`config.mk`:
```
export PLATFORM = sky130hd
export DESIGN_NAME = wb_port_responder
export DESIGN_NICKNAME = d
export VERILOG_FILES = /design/src/rtl/wb_port_pkg.sv /design/src/rtl/wb_port_fifo.sv /design/src/rtl/wb_port_responder.sv
export SDC_FILE = /design/constraint.sdc
export NUM_CORES = 1
export LEC_CHECK = 0
export CORE_MARGIN = 1.5
export CORE_UTILIZATION = 35
export CTS_BUF_LIST = sky130_fd_sc_hd__clkbuf_4 sky130_fd_sc_hd__clkbuf_8 sky130_fd_sc_hd__clkbuf_16
export DETAILED_ROUTE_END_ITERATION = 12
export SLEW_MARGIN = 5
export SYNTH_ARGS = -nofsm -noshare
export SYNTH_HDL_FRONTEND = slang
export SYNTH_SLANG_ARGS = --single-unit
```
`constraint.sdc`:
```
create_clock -name wb_clk_i -period 5.2 [get_ports wb_clk_i]
set_input_delay 1.04 -clock wb_clk_i [delete_from_list [all_inputs] [get_ports wb_clk_i]]
set_output_delay 1.04 -clock wb_clk_i [all_outputs]
set_load 0.1 [all_outputs]
```
`src/rtl/wb_port_pkg.sv`:
```
// Shared definitions for the user-port Wishbone responder: register offsets,
// CTRL/STATUS bit positions, FIFO geometry and a byte-enable merge helper.
package wb_port_pkg;

   localparam logic [7:0] OFS_OUT    = 8'h00;
   localparam logic [7:0] OFS_CNT    = 8'h04;
   localparam logic [7:0] OFS_CTRL   = 8'h08;
   localparam logic [7:0] OFS_FIFO   = 8'h0C;
   localparam logic [7:0] OFS_STATUS = 8'h10;

   localparam int CTRL_EN_BIT  = 0;
   localparam int CTRL_CLR_BIT = 1;

   localparam int ST_EMPTY_BIT = 8;
   localparam int ST_FULL_BIT  = 9;
   localparam int ST_OVF_BIT   = 10;

   localparam int FIFO_W  = 8;
   // Level is wide enough for the largest allowed depth (64 entries).
   localparam int LEVEL_W = 7;

   // Replace each byte of old_val by the matching byte of new_val where sel is set.
   function automatic logic [31:0] byte_merge(input logic [31:0] old_val,
                                              input logic [31:0] new_val,
                                              input logic [3:0]  sel);
      logic [31:0] result;
      result = old_val;
      for (int i = 0; i < 4; i++) begin
         if (sel[i]) begin
            result[8*i +: 8] = new_val[8*i +: 8];
         end else begin
            result[8*i +: 8] = old_val[8*i +: 8];
         end
      end
      return result;
   endfunction

endpackage

```
`src/rtl/wb_port_fifo.sv`:
```
// Small synchronous byte FIFO behind the FIFO register window. Pushes into a
// full FIFO and pops from an empty one are ignored; clr empties it at once.
module wb_port_fifo
   import wb_port_pkg::*;
#(
   parameter int DEPTH = 8
) (
   input  logic               clk,
   input  logic               rst,
   input  logic               push,
   input  logic               pop,
   input  logic               clr,
   input  logic [FIFO_W-1:0]  din,
   output logic [FIFO_W-1:0]  dout,
   output logic [LEVEL_W-1:0] level,
   output logic               empty,
   output logic               full
);

   localparam int AW = (DEPTH > 1) ? $clog2(DEPTH) : 1;

   logic [FIFO_W-1:0]  mem [DEPTH];
   logic [AW-1:0]      wr_ptr;
   logic [AW-1:0]      rd_ptr;
   logic [LEVEL_W-1:0] count;
   logic               do_push;
   logic               do_pop;

   // Qualify requests against the current fill state.
   always_comb begin
      empty   = (count == {LEVEL_W{1'b0}});
      full    = (count == LEVEL_W'(DEPTH));
      do_push = push & ~full;
      do_pop  = pop & ~empty;
      level   = count;
      dout    = mem[rd_ptr];
   end

   // Pointer and fill-count bookkeeping; clear has priority over traffic.
   always_ff @(posedge clk or posedge rst) begin
      if (rst) begin
         wr_ptr <= {AW{1'b0}};
         rd_ptr <= {AW{1'b0}};
         count  <= {LEVEL_W{1'b0}};
      end else if (clr) begin
         wr_ptr <= {AW{1'b0}};
         rd_ptr <= {AW{1'b0}};
         count  <= {LEVEL_W{1'b0}};
      end else begin
         if (do_push) begin
            wr_ptr <= wr_ptr + AW'(1);
         end
         if (do_pop) begin
            rd_ptr <= rd_ptr + AW'(1);
         end
         case ({do_push, do_pop})
            2'b10:   count <= count + LEVEL_W'(1);
            2'b01:   count <= count - LEVEL_W'(1);
            default: count <= count;
         endcase
      end
   end

   // Storage array; contents need no reset because the pointers define validity.
   always_ff @(posedge clk) begin
      if (do_push & ~clr) begin
         mem[wr_ptr] <= din;
      end
   end

endmodule

```
`src/rtl/wb_port_responder.sv`:
```
// Wishbone classic-cycle responder on the user project port: OUT register on
// the project I/Os, loadable free-running counter, control, FIFO window, status.
module wb_port_responder
   import wb_port_pkg::*;
#(
   parameter logic [31:0] BASE_ADDR  = 32'h3000_0000,
   parameter int          FIFO_DEPTH = 8
) (
   input  logic        wb_clk_i,
   input  logic        wb_rst_i,
   input  logic        wbs_cyc_i,
   input  logic        wbs_stb_i,
   input  logic        wbs_we_i,
   input  logic [3:0]  wbs_sel_i,
   input  logic [31:0] wbs_adr_i,
   input  logic [31:0] wbs_dat_i,
   output logic        wbs_ack_o,
   output logic [31:0] wbs_dat_o,
   output logic [15:0] user_out,
   output logic [15:0] user_oeb
);

   logic [7:0]         ofs;
   logic               hit;
   logic               accept;
   logic               wr;
   logic               rd;
   logic               wr_out;
   logic               wr_cnt;
   logic               wr_ctrl;
   logic               fifo_push;
   logic               fifo_pop;
   logic               fifo_clr;
   logic               ovf_clr;
   logic [15:0]        out_next;
   logic [31:0]        cnt_next;
   logic [31:0]        rd_mux;
   logic [31:0]        status;
   logic [FIFO_W-1:0]  fifo_dout;
   logic [LEVEL_W-1:0] fifo_level;
   logic               fifo_empty;
   logic               fifo_full;

   logic               ack;
   logic [31:0]        dat;
   logic [15:0]        out_reg;
   logic [31:0]        cnt;
   logic               ctrl_en;
   logic               ovf;
   logic               unused_adr_lsbs;

   assign unused_adr_lsbs = ^wbs_adr_i[1:0];

   wb_port_fifo #(
      .DEPTH (FIFO_DEPTH)
   ) u_fifo (
      .clk   (wb_clk_i),
      .rst   (wb_rst_i),
      .push  (fifo_push),
      .pop   (fifo_pop),
      .clr   (fifo_clr),
      .din   (wbs_dat_i[FIFO_W-1:0]),
      .dout  (fifo_dout),
      .level (fifo_level),
      .empty (fifo_empty),
      .full  (fifo_full)
   );

   // Decode the request and derive the per-register strobes for this cycle.
   always_comb begin
      ofs       = {wbs_adr_i[7:2], 2'b00};
      hit       = (wbs_adr_i[31:8] == BASE_ADDR[31:8]);
      accept    = wbs_cyc_i & wbs_stb_i & hit & ~ack;
      wr        = accept & wbs_we_i;
      rd        = accept & ~wbs_we_i;
      wr_out    = wr & (ofs == OFS_OUT);
      wr_cnt    = wr & (ofs == OFS_CNT);
      wr_ctrl   = wr & (ofs == OFS_CTRL) & wbs_sel_i[0];
      fifo_push = wr & (ofs == OFS_FIFO) & wbs_sel_i[0];
      fifo_pop  = rd & (ofs == OFS_FIFO);
      fifo_clr  = wr_ctrl & wbs_dat_i[CTRL_CLR_BIT];
      ovf_clr   = wr & (ofs == OFS_STATUS) & wbs_sel_i[1] & wbs_dat_i[ST_OVF_BIT];
      out_next  = {wbs_sel_i[1] ? wbs_dat_i[15:8] : out_reg[15:8],
                   wbs_sel_i[0] ? wbs_dat_i[7:0]  : out_reg[7:0]};
      cnt_next  = byte_merge(cnt, wbs_dat_i, wbs_sel_i);
   end

   // Read mux over pre-edge register values (CNT before its increment).
   always_comb begin
      status = {21'h0, ovf, fifo_full, fifo_empty, 1'b0, fifo_level};
      case (ofs)
         OFS_OUT:    rd_mux = {16'h0, out_reg};
         OFS_CNT:    rd_mux = cnt;
         OFS_CTRL:   rd_mux = {31'h0, ctrl_en};
         OFS_FIFO:   rd_mux = fifo_empty ? 32'h0 : {24'h0, fifo_dout};
         OFS_STATUS: rd_mux = status;
         default:    rd_mux = 32'h0;
      endcase
   end

   // Single-cycle acknowledge with registered read data; the !ack term in
   // accept keeps ack from ever being high on two consecutive cycles.
   always_ff @(posedge wb_clk_i or posedge wb_rst_i) begin
      if (wb_rst_i) begin
         ack <= 1'b0;
         dat <= 32'h0;
      end else begin
         ack <= accept;
         dat <= rd ? rd_mux : 32'h0;
      end
   end

   // OUT register, byte lanes 0 and 1 only.
   always_ff @(posedge wb_clk_i or posedge wb_rst_i) begin
      if (wb_rst_i) begin
         out_reg <= 16'h0;
      end else if (wr_out) begin
         out_reg <= out_next;
      end
   end

   // Free-running counter; a bus write replaces that cycle's increment.
   always_ff @(posedge wb_clk_i or posedge wb_rst_i) begin
      if (wb_rst_i) begin
         cnt <= 32'h0;
      end else if (wr_cnt) begin
         cnt <= cnt_next;
      end else if (ctrl_en) begin
         cnt <= cnt + 32'd1;
      end
   end

   // Counter enable; the FIFO clear bit is a pulse and is not stored.
   always_ff @(posedge wb_clk_i or posedge wb_rst_i) begin
      if (wb_rst_i) begin
         ctrl_en <= 1'b0;
      end else if (wr_ctrl) begin
         ctrl_en <= wbs_dat_i[CTRL_EN_BIT];
      end
   end

   // Sticky overflow flag; a dropped push beats a simultaneous clear.
   always_ff @(posedge wb_clk_i or posedge wb_rst_i) begin
      if (wb_rst_i) begin
         ovf <= 1'b0;
      end else if (fifo_push & fifo_full) begin
         ovf <= 1'b1;
      end else if (ovf_clr) begin
         ovf <= 1'b0;
      end
   end

   assign wbs_ack_o = ack;
   assign wbs_dat_o = dat;
   assign user_out  = out_reg;
   assign user_oeb  = 16'h0000;

endmodule

```
# Word-level counts from Yosys, hierarchy flattened
# Memory sizes are Yosys's and may differ from the RTL's.
# Index checks and enable logic that the tools add are counted.
# W data, S select, Z words.
totals:
  reg_bits: 96
  ram_bits: 64
  inputBits: 73
  output_inout_bits: 65
  elab_cells: 89
  mem_count: 1
classes:
  addsub: 5
  eq_ne: 12
  muxes: 19
  bitwise: 25
  n_reduce_logical: 14
memory_table:
  columns: ["name", "words", "word_bits", "read_ports", "rd_clocked_by_memory_dff", "wr", "line", "rtl"]
  rows:
  - ["u_fifo.mem", 8, 8, 1, 0, 1, "wb_port_fifo.sv:22", "logic [FIFO_W-1:0] mem [DEPTH];"]
ops:
  columns: ["op", "count"]
  rows:
  - ["$pmux W32 S5", 1]
  - ["$mux W32", 3]
  - ["$mux W8", 5]
  - ["$add A32 B1 Y32 const B", 1]
  - ["$eq A24 B22 Y1 const B", 1]
  - ["$and A1 B1 Y1", 20]
  - ["$pmux W7 S2", 1]
  - ["$eq A6 B2 Y1 const B", 2]
  - ["$mux W3", 4]
  - ["$reduce_and A2 Y1", 6]
  - ["$logic_not A8 Y1", 1]
  - ["$ne A2 B2 Y1 const B", 4]
  - ["$reduce_bool A2 Y1", 4]
  - ["$add A7 B1 Y7 const B", 1]
  - ["$eq A7 B4 Y1 const B", 1]
  - ["$logic_not A7 Y1", 1]
  - ["$mux W7", 1]
  - ["$sub A7 B1 Y7 const B", 1]
  - ["$add A3 B1 Y3 const B", 2]
  - ["$eq A6 B1 Y1 const B", 1]
  - ["$eq A6 B3 Y1 const B", 1]
  - ["$logic_not A6 Y1", 1]
  - ["$not A1 Y1", 5]
  - ["$mux W1", 4]
  - ["3 further kinds", 3]

# Depth between registers and ports, before layout
depth:
  word_depth: 11
  mapped_depth: 13
  mapped_depth_nobuf: 11

# Hierarchy
# A second synthesis with hierarchy kept.
hier_totals:
  cells_unflattened: 629
  hier_area_um2: 7588.5
by_module_without_submodules:
  columns: ["mod", "instances", "cells_each", "area_each_um2", "seq_area_each_um2"]
  rows:
  - ["wb_port_responder", 1, 428, 4210.3, 2077.0]
  - ["wb_port_fifo", 1, 201, 3378.2, 2247.2]

# Worst setup path after synthesis
# Ideal clock, no wire load.
synth_path:
  path_kind: "input port to flip-flop"
  start: "in wbs_adr_i[24]"
  end: "reg u_fifo.count[4] (netlist: u_fifo.level[4])"
  arrival_time_ns: 3.509
  required_time_ns: 5.131
  setup_slack_ns: 1.622
  cell_stages: 12
  n_path_buf: 1
  path_cell_list: "nor4_2 > nand4_1 > nor4_4 > buf_4 > xor2_1 > ha_1 > nor2_1 > inv_1 > nor3_1 > mux2i_1 > or3_1 > nand3_1"
synth_between:
  elab_chain_len: 10
  word_cells_on_any_way: 18
synth_rtl:
  columns: ["element", "line", "rtl"]
  rows:
  - ["start, declared", "wb_port_responder.sv:15", "input logic [31:0] wbs_adr_i,"]
  - ["$eq A24 B22 Y1 (*)", "wb_port_responder.sv:72", "hit = (wbs_adr_i[31:8] == BASE_ADDR[31:8]);"]
  - ["$and A1 B1 Y1 (*) (2 in a row)", "wb_port_responder.sv:73", "accept = wbs_cyc_i & wbs_stb_i & hit & ~ack;"]
  - ["$and A1 B1 Y1", "wb_port_responder.sv:74", "wr = accept & wbs_we_i;"]
  - ["$and A1 B1 Y1 (2 in a row)", "wb_port_responder.sv:79", "fifo_push = wr & (ofs == OFS_FIFO) & wbs_sel_i[0];"]
  - ["$and A1 B1 Y1", "wb_port_fifo.sv:33", "do_push = push & ~full;"]
  - ["$eq A2 B1 Y1 / $eq A2 B2 Y1 (equally long branches)", "wb_port_fifo.sv:56", "case ({do_push, do_pop})"]
  - ["$pmux W7 S2", "wb_port_fifo.sv:56", null]
  - ["$mux W7", "wb_port_fifo.sv:45", "end else if (clr) begin"]
  - ["end signal, assigned", "wb_port_fifo.sv:44", "count <= {LEVEL_W{1'b0}};"]
  - ["end signal, assigned", "wb_port_fifo.sv:57", "2'b10: count <= count + LEVEL_W'(1);"]
  - ["end signal, assigned", "wb_port_fifo.sv:58", "2'b01: count <= count - LEVEL_W'(1);"]
  - ["end, declared", "wb_port_fifo.sv:25", "logic [LEVEL_W-1:0] count;"]
# Every way passes the cells marked *; elsewhere a longest branch is shown, timed or not.
# A chain may end at the register's enable or synchronous reset.

# Final worst setup path
layout_path:
  start: "in wbs_adr_i[29]"
  end: "mem u_fifo.mem[7][7] (enable)"
layout_between:
  elab_chain_len: 11
  word_cells_on_any_way: 14
layout_rtl:
  columns: ["element", "line", "rtl"]
  rows:
  - ["$eq A24 B22 Y1 (*)", "wb_port_responder.sv:72", null]
  - ["$and A1 B1 Y1 (*) (2 in a row)", "wb_port_responder.sv:73", null]
  - ["$and A1 B1 Y1 (*)", "wb_port_responder.sv:74", null]
  - ["$and A1 B1 Y1 (2 in a row)", "wb_port_responder.sv:78", "wr_ctrl = wr & (ofs == OFS_CTRL) & wbs_sel_i[0];"]
  - ["$and A1 B1 Y1", "wb_port_responder.sv:81", "fifo_clr = wr_ctrl & wbs_dat_i[CTRL_CLR_BIT];"]
  - ["$not A1 Y1", "wb_port_fifo.sv:66", "if (do_push & ~clr) begin"]
  - ["$and A1 B1 Y1 (*)", "wb_port_fifo.sv:66", null]
  - ["$mux W1 (*)", "wb_port_fifo.sv:66", null]
  - ["$mux W1 (implied by the code) (*)", "wb_port_fifo.sv:67", "mem[wr_ptr] <= din;"]
  - ["end, declared", "wb_port_fifo.sv:22", null]
# Marked as above.

==> results.ini <==
[timing]
finClkSkew_ns=0.0103
hold_slack_ns=0.480
hold_viol=0
period_share_pct=74.4
relSlewSlack_pct=30.7
worst_slew_pin_slew_ns=1.04
setup_tns_ns=0
rsz0062_at_grt=false
period_needed_ns=3.87
fmax_ghz=0.259
drv_slew=0
setup_slack_ns=1.33
setup_viol=0

[drt]
drt_wl_total_um=19700
drt-initial-drc-count=476
avgRoutedWirePerCell_um=18.8
viasPerCell=5.44
dr.pass1.iters=5
drc=0
vias=5716
detail-route-antenna-nets=0

[cells_and_area]
drive_gt1_share_pct=13.5
diodes=0
syn_to_final_growth_pct=26.8
stdcell_area_um2=9600
finalNetCount=840
final_cell_mix=clkdlybuf4s50_1, dfrtp_1, nor2_1
fin_util_pct=45.5
layoutNonFillerInstCount=1051
final_common_cell=clkdlybuf4s50_1

[min_path]
holdCritPathClass=register to register
hold_end=cnt[31]
whs_path_depth=1
hold_start=cnt[31]

[placement]
place_hpwl_um=14200
dp.cells=1019
dpl_cell_area_um2=9020
gp_congestion=0.888
post-place-ws_ns=0.897
io_buffers=119

[global_route]
grt_max_degree=70
antenna_found_initial=0
grt_pass1_wl_um=31300
grt_usage_pct=18.3
grt_pass1_vias=5687
grt-ovfl-total=0

[die]
fp.coreArea_um2=21100
start_util_pct=35.9
die_w_um=150
io_pins=138
die_height_um=150
dieArea_um2=22500
rows=53

[logic_synthesis]
synth_cells=641
synthArstFlopShare_pct=60.0
synth-main-ff-cell=dfrtp_1
syn_avg_cell_area_um2=11.8
synth_seq_cells=160
synth_edf_count=64
ys_seq_area_share_pct=57.1
ys_types=62
yosys_warnings=0
synth_area_um2=7570

[power]
cellPowerDensity_nw_per_um2=280
finalPower_mw=2.69
power.leakage_nw=3.71
ir_worst_vdd_uv=198

[critical_path]
end_kind=register
criticalPathCategory=input port to register
worstRegToRegCells=5
crit_fanout=8
required_ns=5.24
worst_r2r_endpoint=u_fifo.mem[7][7]
reg2reg_setup_slack_ns=1.99
r2r_start=wbs_ack_o
start_kind=input port
cp.arrival_ns=3.91

[clocking]
clk_latency_ns=0.42
cts_tree=built
cts_resized=0
cts_root_buf=clkbuf_16
clk_pin_slew_worst_paths_ns=0.06
cts.sinks=160
cts_max_path_buffers=2
hold_buffers=0
cts_setup_buffers=0
cts_buffers=17
cts_max_level=4

[job]
cap_violations=0

[status]
status=finished, final reports clean

-- sequential cells by signal, summed over array words and instances (netlist names) --
register / count
ovf: 1
user_out: 16
u_fifo.wr_ptr: 3
wbs_dat_o: 32
ctrl_en: 1
u_fifo.rd_ptr: 3
cnt: 32
wbs_ack_o: 1
u_fifo.level: 7
u_fifo.mem: 64
-- worst max-delay path by stage --
stage / end / slack (ns) / from
2_1_floorplan: u_fifo.level[4] / 1.62 / wbs_adr_i[24]
3_3_place_gp: u_fifo.mem[5][7] / 0.97 / wbs_adr_i[29]
3_5_place_dp: u_fifo.mem[6][3] / 0.90 / wbs_adr_i[31]
4_1_cts: u_fifo.mem[6][2] / 1.35 / wbs_adr_i[31]
5_1_grt: u_fifo.level[4] / 1.05 / wbs_cyc_i
6_report: u_fifo.mem[7][7] / 1.33 / wbs_adr_i[29]
-- logic make-up (layout without fill, tap and decap cells) --
group	after synthesis	count (layout)	synth area share, %
other cells	1	16	0.0495
fa+ha+maj	4	4	0.661
xor+xnor	4	4	0.463
flops	160	160	57.1
simple gates	267	267	18.6
compound gates	108	108	10.2
buf+inv	50	170	3.59
mux	47	47	9.29
-- power breakdown --
| group | internal [mW] | switching [mW] |
|---|---|---|
| clock network | 0.712 | 0.514 |
| logic | 0.0525 | 0.0993 |
| registers | 1.31 | 0.00000000762 |
| total | 2.08 | 0.613 |
-- critical path, cell delays in order --
cell and delay, ns:
clkdlybuf4s50_1 0.46, nor4bb_1 0.47, nand4_1 0.25, nor4_1 0.76, nand2_1 0.24, nor2_1 0.68
-- cell usage after synthesis (all sizes together) (9+ instances only) --
| cell type | n | area share [%] |
|---|---|---|
| and2 | 25 | 2.1 |
| dfrtp | 96 | 32 |
| and3 | 11 | 0.98 |
| nor4 | 15 | 2.0 |
| nand2 | 54 | 2.7 |
| nand4 | 13 | 1.1 |
| a21oi | 25 | 1.7 |
| mux2 | 26 | 3.9 |
| a222oi | 9 | 1.2 |
| mux4 | 16 | 4.8 |
| nand3 | 20 | 1.4 |
| a211oi | 13 | 1.3 |
| nor2 | 70 | 3.5 |
| nor3 | 27 | 1.8 |
| buf | 26 | 2.4 |
| a22oi | 9 | 0.89 |
| edfxtp | 64 | 25 |
| clkbuf | 17 | 0.86 |
-- final cells by class --
class                      instances  area, µm²
tap                              275        344
inverter                           7       28.8
multi-input combinational        446       3040
timing repair buffer             131       1280
clock buffer                      17        425
fill                            1939      11500
clock inverter                    15        155
sequential                       160       4320
-- layer usage --
| metal | wire [µm] | GRT usage [%] | vias to the layer above |
|---|---|---|---|
| li1 | - | - | 2644 |
| met1 | 8970 | 25.4 | 2816 |
| met2 | 9220 | 28.3 | 238 |
| met3 | 1250 | 4.05 | 18 |
| met4 | 277 | 5.78 | 0 |
| met5 | 0 | 0 | - |
(Power assumes the default switching activity.)
